[config.mk]
export PLATFORM = sky130hd
export DESIGN_NAME = adc_pipe_decimator
export DESIGN_NICKNAME = d
export VERILOG_FILES = /design/src/rtl/adc_pipe_decimator.sv
export SDC_FILE = /design/constraint.sdc
export NUM_CORES = 1
export LEC_CHECK = 0
export CAP_MARGIN = 15
export CORE_ASPECT_RATIO = 0.6
export CORE_MARGIN = 3
export CORE_UTILIZATION = 50
export DETAILED_ROUTE_END_ITERATION = 10
export PLACE_DENSITY = 0.74
export RECOVER_POWER = 25
export SYNTH_ARGS = -nofsm -noshare
export SYNTH_HDL_FRONTEND = slang
export SYNTH_SLANG_ARGS = --single-unit
[constraint.sdc]
create_clock -name clock_i -period 6.7 [get_ports clock_i]
set_input_delay 1.34 -clock clock_i [delete_from_list [all_inputs] [get_ports clock_i]]
set_output_delay 1.34 -clock clock_i [all_outputs]
set_load 0.005 [all_outputs]
[src/rtl/adc_pipe_decimator.sv]
// Output decimator for the 3-bit pipelined ADC: drops pipeline-flush samples after
// enable, sums fixed 2^LOG2_N windows and hands each result out over valid/ready.
module adc_pipe_decimator #(
  parameter int LOG2_N = 3,
  parameter int SKIP   = 2
) (
  input  logic              clock_i,
  input  logic              reset_i,
  input  logic              enable_i,
  input  logic [2:0]        d_i,
  input  logic              ready_i,
  input  logic              clear_i,
  output logic              valid_o,
  output logic [2+LOG2_N:0] sum_o,
  output logic [2:0]        avg_o,
  output logic              busy_o,
  output logic              overrun_o
);
  localparam int SW = 3 + LOG2_N;
  localparam logic [SW-1:0] HALF = SW'(1) << (LOG2_N - 1);

  typedef enum logic [1:0] {IDLE, FLUSH, ACCUM} state_t;

  state_t            state, state_n;
  logic [3:0]        fcnt, fcnt_n;
  logic [SW-1:0]     acc, acc_n, sum_w, rnd_w;
  logic [LOG2_N-1:0] cnt, cnt_n;
  logic              do_acc, win_done, xfer, load, drop;

  always_ff @(posedge clock_i or posedge reset_i) begin
    if (reset_i) begin
      state  <= IDLE;
      fcnt   <= '0;
      acc    <= '0;
      cnt    <= '0;
      busy_o <= 1'b0;
    end else begin
      state  <= state_n;
      fcnt   <= fcnt_n;
      acc    <= acc_n;
      cnt    <= cnt_n;
      busy_o <= (state_n != IDLE);
    end
  end

  // The enabling edge itself is the first discarded sample, so FLUSH only
  // has to cover the remaining SKIP-1 clocks.
  always_comb begin
    state_n = state;
    fcnt_n  = fcnt;
    acc_n   = acc;
    cnt_n   = cnt;
    do_acc  = 1'b0;
    if (!enable_i) begin
      state_n = IDLE;
      fcnt_n  = '0;
      acc_n   = '0;
      cnt_n   = '0;
    end else begin
      case (state)
        IDLE: begin
          if (SKIP == 0) begin
            do_acc  = 1'b1;
            state_n = ACCUM;
          end else if (SKIP == 1) begin
            state_n = ACCUM;
          end else begin
            state_n = FLUSH;
            fcnt_n  = 4'd1;
          end
        end
        FLUSH: begin
          if (fcnt == 4'(SKIP - 1)) begin
            state_n = ACCUM;
            fcnt_n  = '0;
          end else begin
            fcnt_n = fcnt + 4'd1;
          end
        end
        ACCUM:   do_acc = 1'b1;
        default: state_n = IDLE;
      endcase
    end
    sum_w    = acc + SW'(d_i);
    rnd_w    = sum_w + HALF;
    win_done = do_acc && (cnt == '1);
    if (do_acc) begin
      cnt_n = cnt + 1'b1;
      acc_n = win_done ? '0 : sum_w;
    end
  end

  assign xfer = valid_o && ready_i;
  assign load = win_done && (!valid_o || ready_i);
  assign drop = win_done && valid_o && !ready_i;

  always_ff @(posedge clock_i or posedge reset_i) begin
    if (reset_i) begin
      valid_o   <= 1'b0;
      sum_o     <= '0;
      avg_o     <= '0;
      overrun_o <= 1'b0;
    end else begin
      if (load) begin
        valid_o <= 1'b1;
        sum_o   <= sum_w;
        avg_o   <= rnd_w[LOG2_N +: 3];
      end else if (xfer) begin
        valid_o <= 1'b0;
      end
      // A drop on the same edge as a clear must leave the flag set.
      if (drop)         overrun_o <= 1'b1;
      else if (clear_i) overrun_o <= 1'b0;
    end
  end
endmodule

==> results.yml, run 1 <==
floorplanning:
  die_y_um: 47.3
  fp-row-count: 14
  coreArea_sq_mm: 0.00261
  die_area_sq_mm: 0.00354
  initial_core_util: 0.546
  die_w_um: 74.9
  ios: 20
sta:
  rsz0062_at_grt: "no"
  slew_viol_final: 0
  clock.fmax_mhz: 279
  setup_violations: 0
  period_needed_ps: 3590
  slew_headroom: 0.324
  setup_tns_ps: 0
  clock-skew-final_ps: 6.03
  period_share: 0.535
  worst_pin_slew_ps: 1010
  fin_ws_ps: 3110
  finalHoldViolations: 0
worst_hold_path:
  hold_path.startpoint: "sum_o[3]"
  hold_end: "sum_o[3]"
  worstHoldPathType: "reg -> reg"
  holdPathStages: 1
pwr:
  power_uw: 299
  switchingPower_uw: 73.6
  pwr-share-comb: 0.119
  swShare: 0.246
  p_seq_frac: 0.576
  pwr-share-clk: 0.306
  ir_worst_vdd_mv: 0.133
  p_leak_uw: 0.000737
  p_int_uw: 226
  p_per_area_mw_per_mm2: 178
worst_setup_path:
  crit_path_end_kind: "flip-flop"
  crit_fanout: 2
  critical_path_arrival_ps: 3750
  cp.required_ps: 6860
  timing.rr.start: "state[1]"
  slowest_stage: "clkdlybuf4s50_1"
  critPathLaunchType: "primary input"
  crit_chain: "clkdlybuf4s50_1 > ha_1 > inv_1 > fa_1 > nand2b_1 > a211o_1 > a2111oi_4 > xnor2_1 > mux2_4"
  rr_endpoint: "avg_o[0]"
  r2r_setup_slack_ps: 4190
  cpPeakStageDelay_ps: 460
  worstSetupPathType: "in -> reg"
  reg2reg_depth: 4
  cp.buffers_inverters: 2
  cpLargestDelayFamily: "compound AO/OA/AOI/OAI gates"
global_routing:
  grt_usage: 0.181
  grt_max_degree: 28
  grt_overflow: 0
  antenna_found_initial: 0
  grt_first_pass_wirelength_um: 4710
  grt_pass1_vias: 1015
cells_and_area:
  seq_area_sq_um: 676
  layout-drive-gt1-share: 0.0897
  area_growth_pct: 18.2
  multi_input_area_sq_um: 691
  final_common_cell: "dfrtp_1"
  final_cells: 188
  fin_util: 0.645
  mostFrequentLayoutCells: "dfrtp_1 (27), clkdlybuf4s50_1 (17), inv_1 (11), nand2_1 (10), nor2_1 (10)"
  nNetsFinal: 174
  n_fill_cell: 200
  diodes: 0
logic_synthesis:
  yosys_warnings: 0
  syn_area_sq_mm: 0.00142
  ys_seq_area_frac: 0.475
  ys.flop_type: "dfrtp_1"
  synth_edf_count: 0
  synth_top_area_frac: 0.475
  syn-num-nets: 154
  avgSynthCellArea_sq_um: 10.4
  async_flop_share: 1.00
  ys_ff_latch: 27
  synthCells: 137
  yosysTopAreaCell: "dfrtp_1"
  synth.area.top_cells: "dfrtp_1 (47%), ha_1 (7.0%), mux2_2 (4.0%)"
  synth_cell_types: 35
cts:
  holdBufCountCts: 0
  path_clk_slew_ps: 90
  cts_resized: 0
  cts_buffers: 3
  htreeDepth: 1
  clock-sinks: 27
  clockBufferDepth: 2
  clockRootBuffer: "clkbuf_8"
  insertion_delay_ps: 270
  post_cts_buffers: 0
  cts_tree: "built"
place:
  place_congestion: 0.862
  hpwl_um: 2080
  dpl.cell_count: 184
  pre_cts_slack_ps: 2820
  portBuffers: 19
drt:
  drc: 0
  via_count: 1011
  drtAntennaViolNets: 0
  wl_per_cell_um: 14.9
  vias_per_cell: 5.38
  drtPass1Iterations: 4
  drt_iter0_drc: 73
  routed_wl_um: 2790
job:
  cap_violations: 0
status:
  status: "completed"
## synth_stat cells, drive strengths merged (2+ instances only)
| cell | instances |
|---|---|
| nor3 | 5 |
| o21a | 2 |
| o21ai | 6 |
| a22oi | 2 |
| a21oi | 3 |
| o31ai | 2 |
| and2 | 5 |
| clkbuf | 3 |
| ha | 8 |
| xnor2 | 5 |
| dfrtp | 27 |
| nor2b | 7 |
| mux2 | 6 |
| nand3 | 2 |
| a21boi | 5 |
| nor2 | 10 |
| inv | 11 |
| nand2b | 4 |
| nand2 | 10 |
## worst max path at each step
stage	startpoint	end	slack, ps	cells after the start
after floorplan	d_i[0]	avg_o[2]	3450	8
after detailed placement	d_i[0]	avg_o[2]	2820	9
final	d_i[0]	avg_o[2]	3110	9
after global placement	d_i[0]	avg_o[2]	2910	9
after CTS	d_i[0]	avg_o[2]	3120	9
after global routing	d_i[0]	avg_o[2]	3020	9
## routing by layer
layer | vias to the layer above | wire length (um) | global-route usage
met5 | - | 0 | 0
met4 | 0 | 14 | 0.0426
met3 | 2 | 139 | 0.0556
met2 | 19 | 1300 | 0.298
met1 | 490 | 1340 | 0.238
li1 | 500 | - | -
## through the flow
step,cell area (sq um),hold WS [ps]
after CTS,1680,530
final,1680,520
after global placement,1640,490
after detailed placement,1640,505
after global routing,1680,548
after floorplan,1420,502
## power groups by stage
stage               Clock (uW)  Sequential, uW  Combinational, uW
finish                    91.5             172               35.5
detailed placement           0             175               35.6
global route              99.7             173               40.4
global placement             0             175               34.1
floorplan                    0             173               24.2
CTS                       94.6             172               35.8
## final cells by class
| class | count | area share |
|---|---|---|
| Multi-Input combinational cell | 95 | 0.410 |
| Tap cell | 32 | 0.0238 |
| Clock buffer | 4 | 0.0268 |
| Inverter | 11 | 0.0245 |
| Timing Repair Buffer | 19 | 0.113 |
| Sequential cell | 27 | 0.401 |
## registers in the layout, summed over array words and instances, names as in the netlist
signal     count
sum_o          6
avg_o          3
busy_o         1
valid_o        1
overrun_o      1
fcnt           4
cnt            3
acc            6
state          2
## cells by family (layout without fill, tap and decap cells)
| group | Yosys count | after routing | share of synthesized area |
|---|---|---|---|
| buf+inv | 15 | 34 | 0.0404 |
| xor+xnor | 5 | 5 | 0.0308 |
| flops | 27 | 27 | 0.475 |
| simple gates | 49 | 49 | 0.180 |
| mux | 7 | 7 | 0.0571 |
| compound gates | 25 | 25 | 0.133 |
| fa+ha+maj | 9 | 9 | 0.0844 |
No activity file was read; power rests on OpenSTA's default activity.
==> run 2: changes to the inputs <==
CORE_UTILIZATION = 48   (was 50)
clock period = 2.9 ns   (was 6.7 ns; I/O delays follow)
==> run 2 against run 1 <==
- die area is 3.7% higher
- sequential power is 130% higher
- core utilization is 1.3 points higher
- clock skew is 3.9 ps lower
- critical endpoint unchanged
- largest power group unchanged
- critical path depth stayed put
- wire length is 1.6% lower
- critical path type unchanged
- final area is 4.0% higher
- highest routed layer unchanged
- first-iteration DRC count is 25% lower
- sequential share of layout area is 1.5 points lower
- register-to-register slack worse by 3600 ps
==> results.yml, run 2 (synthesis gave the netlist of run 1 again) <==
status:
  status: "completed"
place:
  hpwl_um: 2060
  place_congestion: 0.831
  dpl.cell_count: 200
  portBuffers: 19
cells_and_area:
  reg.largest.list: "acc (6), sum_o (6), fcnt (4)"
  final_common_cell: "dfrtp_1"
  final_cells: 204
  layout-drive-gt1-share: 0.134
  nNetsFinal: 182
  diodes: 0
  mostFrequentLayoutCells: "dfrtp_1 (27), clkdlybuf4s50_1 (18), inv_1 (11), nand2_1 (10), nor2_1 (10)"
  area_growth_pct: 22.9
  fin_util: 0.657
floorplanning:
  initial_core_util: 0.535
  die_area_sq_mm: 0.00368
  fp-row-count: 14
  coreArea_sq_mm: 0.00266
  ios: 20
  die_w_um: 76.3
  die_y_um: 48.2
drt:
  drtAntennaViolNets: 0
  drtPass1Iterations: 4
  vias_per_cell: 5.12
  drc: 0
  via_count: 1044
  routed_wl_um: 2750
  drt_iter0_drc: 55
  wl_per_cell_um: 13.5
worst_hold_path:
  holdPathStages: 1
  worstHoldPathType: "reg -> reg"
worst_setup_path:
  reg2reg_depth: 8
  cp.required_ps: 3070
  crit_fanout: 2
  worstSetupPathType: "in -> reg"
  critPathLaunchType: "primary input"
  crit_path_end_kind: "flip-flop"
  r2r_setup_slack_ps: 570
  critical_path_arrival_ps: 2890
global_routing:
  grt_usage: 0.173
  grt_max_degree: 28
  antenna_found_initial: 0
  grt_pass1_vias: 998
  grt_first_pass_wirelength_um: 4770
  grt_overflow: 0
pwr:
  p_per_area_mw_per_mm2: 400
  ir_worst_vdd_mv: 0.206
  power_uw: 700
  p_leak_uw: 0.000776
sta:
  rsz0062_at_grt: "no"
  period_needed_ps: 2730
  setup_tns_ps: 0
  clock-skew-final_ps: 2.14
  slew_viol_final: 0
  setup_violations: 0
  finalHoldViolations: 0
  slew_headroom: 0.0678
  clock.fmax_mhz: 367
  period_share: 0.941
  worst_pin_slew_ps: 1400
cts:
  cts_resized: 0
  clock-sinks: 27
  clockBufferDepth: 2
  cts_buffers: 3
  post_cts_buffers: 0
  cts_tree: "built"
  path_clk_slew_ps: 90
  htreeDepth: 1
  holdBufCountCts: 0
  clockRootBuffer: "clkbuf_8"
  insertion_delay_ps: 270
job:
  cap_violations: 0
-- run 2: through the flow --
stage / worst slack [ps] / cell area, sq um / hold slack (ps)
finish: 172 / 1750 / 516
global route: 72.6 / 1750 / 548
CTS: 167 / 1750 / 521
detailed placement: -127 / 1710 / 500
global placement: -75.1 / 1710 / 488
floorplan: 415 / 1420 / 502
-- run 2: area by class of cell --
| type | instances | area, sq um |
|---|---|---|
| clock inverters | 1 | 5.00 |
| inverters | 11 | 41.3 |
| fillers | 215 | 912 |
| multi-input cells | 95 | 691 |
| well taps | 40 | 50.0 |
| flip-flops and latches | 27 | 676 |
| clock buffers | 3 | 41.3 |
| repair buffers | 27 | 246 |
-- run 2: worst paths after layout --
path | startpoint | endpoint
min in group asynchronous | reset_i | sum_o[3]
max in group asynchronous | reset_i | fcnt[0]
min | avg_o[0] | avg_o[0]
min reg2reg | avg_o[0] | avg_o[0]
max reg2reg | acc[0] | avg_o[2]
max | d_i[0] | avg_o[2]
-- run 2: metal layers --
layer | up-vias | global-route usage | share of wire
li1 | 516 | - | -
met5 | - | 0 | 0
met1 | 498 | 0.222 | 0.48
met3 | 2 | 0.0554 | 0.059
met2 | 28 | 0.298 | 0.45
met4 | 0 | 0.0433 | 0.0022
-- run 2: power breakdown --
group	internal (uW)	switching (uW)	leakage (uW)	total, uW
registers	387	11.8	0.000366	398
clock network	96.4	118	0.0000255	214
logic	41.8	45.5	0.000384	87.3
-- run 2: worst max-delay path, cell delays in order --
cell and delay (ps):
clkdlybuf4s50_1 470, ha_1 160, inv_1 60, fa_1 380
nand2b_1 170, a211o_1 340, a2111oi_4 360, xnor2_1 110
mux2_4 260
